--- config.mk ---
export PLATFORM = sky130hd
export DESIGN_NAME = flag_unit
export DESIGN_NICKNAME = d
export VERILOG_FILES = /design/src/rtl/flag_unit.sv
export SDC_FILE = /design/constraint.sdc
export NUM_CORES = 1
export LEC_CHECK = 0
export CORE_AREA = 4 4 41 43
export CTS_CLUSTER_SIZE = 12
export DETAILED_ROUTE_END_ITERATION = 7
export DIE_AREA = 0 0 45 47
export PLACE_DENSITY = 0.66
export SLEW_MARGIN = 40
export SYNTH_ARGS = -nofsm -noshare
export SYNTH_HDL_FRONTEND = slang
export SYNTH_SLANG_ARGS = --single-unit
--- constraint.sdc ---
create_clock -name clk -period 2.8 [get_ports clk]
set_input_delay 0.56 -clock clk [delete_from_list [all_inputs] [get_ports clk]]
set_output_delay 0.56 -clock clk [all_outputs]
set_load 0.005 [all_outputs]
--- src/rtl/flag_unit.sv ---
// Condition-code register {Z,V,N} with EX->ID hazard resolution.
// FLAG_BYPASS_EN selects forwarding; otherwise decode stalls one cycle.
module flag_unit (
  input  logic        clk,
  input  logic        rst_n,
  input  logic        ex_valid,
  input  logic [3:0]  ex_opcode,
  input  logic [15:0] ex_result,
  input  logic        ex_ovf,
  input  logic        ex_flush,
  input  logic        id_valid,
  input  logic [3:0]  id_opcode,
  output logic [2:0]  flags,
  output logic [2:0]  br_flags,
  output logic        stall
);

  localparam logic [3:0] OP_ADD = 4'h0;
  localparam logic [3:0] OP_SUB = 4'h1;
  localparam logic [3:0] OP_XOR = 4'h2;
  localparam logic [3:0] OP_SLL = 4'h4;
  localparam logic [3:0] OP_SRA = 4'h5;
  localparam logic [3:0] OP_ROR = 4'h6;
  localparam logic [3:0] OP_BZ  = 4'hC;
  localparam logic [3:0] OP_BN  = 4'hD;

  localparam logic [0:0] IDLE = 1'b0;
  localparam logic [0:0] HOLD = 1'b1;

`ifdef FLAG_BYPASS_EN
  localparam logic BYP = 1'b1;
`else
  localparam logic BYP = 1'b0;
`endif

  logic [2:0] mask;
  logic [2:0] calc;
  logic [2:0] nxt;
  logic       ex_wr;
  logic       id_br;
  logic [0:0] state;
  logic [0:0] state_nxt;

  // decode per-opcode flag write mask
  always_comb begin
    mask = 3'b000;
    unique case (1'b1)
      ex_opcode == OP_ADD,
      ex_opcode == OP_SUB: mask = 3'b111;
      ex_opcode == OP_XOR,
      ex_opcode == OP_SLL,
      ex_opcode == OP_SRA,
      ex_opcode == OP_ROR: mask = 3'b100;
      default:             mask = 3'b000;
    endcase
  end

  // merge freshly computed flags into the masked bits
  always_comb begin
    calc  = {ex_result == 16'h0000, ex_ovf, ex_result[15]};
    nxt   = (flags & ~mask) | (calc & mask);
    ex_wr = ex_valid & ~ex_flush & (|mask);
    id_br = id_valid & ((id_opcode == OP_BZ) | (id_opcode == OP_BN));
  end

  // hazard stall and branch-resolver flag view
  always_comb begin
    stall     = rst_n & ~BYP & (state == IDLE) & id_br & ex_wr;
    state_nxt = stall ? HOLD : IDLE;
    br_flags  = flags;
    if (BYP && ex_wr && rst_n)
      br_flags = nxt;
  end

  // architectural flag register
  always_ff @(posedge clk or negedge rst_n) begin
    if (!rst_n)
      flags <= 3'b000;
    else if (ex_wr)
      flags <= nxt;
  end

  // one-cycle stall sequencer
  always_ff @(posedge clk or negedge rst_n) begin
    if (!rst_n)
      state <= IDLE;
    else
      state <= state_nxt;
  end

endmodule

Yosys cells after proc, flatten, opt, wreduce, memory -nomap -nowiden --
Index checks and enable logic that the tools add are counted.
Cells by class: eq/ne operators 7, mux-type cells 2, bitwise logic cells 13, reduce and logical (&&, ||, !) cells 5
Operator list (number):
- $logic_not A16 Y1 | 1
- $eq A4 B3 Y1 const B | 3
- $eq A4 B4 Y1 const B | 2
- $and A1 B1 Y1 | 6
- $and A3 B3 Y3 | 2
- $pmux W3 S2 | 1
- $eq A4 B1 Y1 const B | 1
- $eq A4 B2 Y1 const B | 1
- $logic_not A4 Y1 | 1
- $reduce_or A4 Y1 | 1
- $not A3 Y3 | 1
- $or A3 B3 Y3 | 1
- $reduce_or A3 Y1 | 1
- $not A1 Y1 | 2
- $reduce_or A2 Y1 | 1
- $mux W1 | 1
- $or A1 B1 Y1 | 1
Word-level totals: register bits after elaboration 4, input port bits 30, output and inout port bits 7

Logic depth before layout (Yosys ltp) --
word-level depth 7, mapped depth 3, gate-level depth less buffers 3

Worst setup path before layout --
OpenSTA, ideal clock, no wires.
kind input to output, from in id_opcode[3], to out stall, data arrival time 1025 ps, path slack 1215 ps, stages 3, cells stage by stage nor4bb_1 > nand3_1 > nor2_1
Between the ends: word-level cells in the longest chain between the ends 5
Ends and longest elaborated chain:
- start, declared | line 12 | input logic [3:0] id_opcode,
- $eq A4 B4 Y1 | line 63 | id_br = id_valid & ((id_opcode == OP_BZ) | (id_opcode == OP_BN));
- $or A1 B1 Y1 * | line 63
- $and A1 B1 Y1 * | line 63
- $and A1 B1 Y1 * (2 in series) | line 68 | stall = rst_n & ~BYP & (state == IDLE) & id_br & ex_wr;
- end, declared | line 15 | output logic stall
Mark *: on every way between the ends. The rest lies on a longest branch, timed or not.

Worst setup path in the final report --
Same ends and word-level chain as after synthesis.

==> flow_metrics.tcl <==
set metrics [dict create \
    fmax_mhz 376 \
    post-route-period-util_pct 94.9 \
    fill_cells 146 \
    cts.sinks 4 \
    vdd_drop_max_uv 146 \
    startpoint_type "primary input" \
    die_y_um 47 \
    yosysWarnings 0 \
    hold_ws_ns 0.529 \
    cts.hold.buffers_added 0 \
    globalplace.congestion 0.612 \
    area_growth_pct 159 \
    crit_type "in -> out" \
    cts_resized 0 \
    fin_nets 92 \
    wirelength_um 813 \
    cts_setup_buffers 0 \
    ys_ff_latch 4 \
    start_util_pct 18.2 \
    die_w_um 45 \
    boundaryPins 37 \
    maxSlewViolCount 0 \
    dieArea_um2 2120 \
    viasPerCell 4.36 \
    power.density_nw_per_um2 359 \
    antenna_found_initial 0 \
    core_um2 1300 \
    tns_ns 0 \
    cts_tree "built" \
    hp-class "reg -> reg" \
    tightestPinTransition_ns 0.258 \
    dpl_cell_area_um2 591 \
    grt_pass1_wl_um 1160 \
    grt_usage_pct 8.33 \
    rsz0062_at_grt "false" \
    drive_gt1_share_pct 11.7 \
    hpwlAfterDp_um 766 \
    period_minus_slack_ns 2.66 \
    grt_max_degree 5 \
    seq_area_frac_synth_pct 42.3 \
    drt_first_pass_iters 2 \
    clk_pin_slew_worst_paths_ns 0.03 \
    critPathArrivalTime_ns 2.10 \
    syn_avg_cell_area_um2 9.85 \
    worst-path-max-fanout 2 \
    critical_path.endpoint_type "primary output" \
    drc_errors 0 \
    wl_per_cell_um 10.8 \
    post-route-util_pct 47.1 \
    syn-num-nets 54 \
    outcome "finished clean" \
    synthCells 24 \
    grt_pass1_vias 323 \
    antenna_cells 0 \
    htreeDepth 1 \
    grt-ovfl-total 0 \
    cp.required_ns 2.24 \
    p_leak_nw 0.240 \
    stdcell_area_um2 613 \
    ys_types 12 \
    slew_headroom_pct 82.6 \
    numCtsBuffers 3 \
    insertion_delay_ns 0.23 \
    cts_buffer_depth 2 \
    max_cap_violations 0 \
    hold_viol_final 0 \
    vias 327 \
    netlist_area_um2 236 \
    rows 13 \
    ant_nets 0 \
    setup_viol 0 \
    numPortBuffers 35 \
    drtIter0Drc 1 \
    clock_skew_ns 0 \
    root_buffer "clkbuf_4" \
]
[layer usage]
layer	part of all wire (%)	routed length [um]	vias up	GRT usage (%)
li1	-	-	157	-
met1	33	265	142	7.37
met2	48	392	26	13.6
met3	17	140	2	4.98
met4	1.8	15	0	7.02
met5	0	0	-	0
[power breakdown]
part / leakage (nW) / total (mW) / internal, mW / switching (mW)
Sequential: 0.0524 / 0.0698 / 0.0652 / 0.00461
Combinational: 0.174 / 0.0809 / 0.0647 / 0.0162
Clock: 0.0138 / 0.0692 / 0.0478 / 0.0214
[cell families (layout without fill, tap and decap cells)]
kind of cell           Yosys count  after routing  synth area share (%)
and+or+nand+nor                 13             13                  32.8
DFF                              4              4                  42.3
buffers and inverters            4             40                  11.1
muxes                            3              3                  13.8
[per-stage QoR]
step	total power [mW]	instances	setup slack, ns
after floorplan	0.0919	24	1.21
after CTS	0.226	75	0.117
after global placement	0.151	72	0.214
final	0.220	75	0.142
after global routing	0.232	75	0.0418
after detailed placement	0.153	72	0.126
[final timing paths]
path	from	to	slack [ns]	depth (start not counted)
worst max-delay path	id_opcode[3]	stall	0.14	5
worst min-delay path	flop	flop	0.53	1
worst max register to register	state	state	1.79	3
worst min register to register	flop	flop	0.53	1
max in group asynchronous	rst_n	asynchronous set/reset pin	2.08	2
min in group asynchronous	rst_n	asynchronous set/reset pin	0.62	2
[synth_stat cells, drive strengths merged]
cell	n	area [um2]
nor2	2	7.51
dfrtp	4	100
nand4	1	6.26
nand3	1	5.00
nor4bb	1	10.0
nor4	4	25.0
nor3b	1	12.5
nand2	3	11.3
buf	3	22.5
inv	1	3.75
mux2	2	22.5
mux2i	1	10.0
[layout make-up]
class / count / area, um2 / area share [%]
clock buffers: 3 / 22.5 / 3.67
inverters: 1 / 3.75 / 0.612
multi-input cells: 16 / 110 / 18.0
flip-flops and latches: 4 / 100 / 16.3
well taps: 15 / 18.8 / 3.06
repair buffers: 36 / 358 / 58.4
[placed cells by master (no fill, tap or decap), drive strengths merged]
cell            n
clkdlybuf4s50  35
nor4            4
dfrtp           4
nand2           3
clkbuf          3
nor2            2
mux2            2
nor3b           1
nor4bb          1
nand3           1
nand4           1
inv             1
mux2i           1
buf             1
[worst max-delay path, cell delays in order]
cell             delay (ns)
clkdlybuf4s50_1        0.45
nor4bb_1               0.29
nand3_1                0.12
nor2_1                 0.15
clkdlybuf4s50_1        0.53
Note: power is estimated with default switching activity, not from simulation.
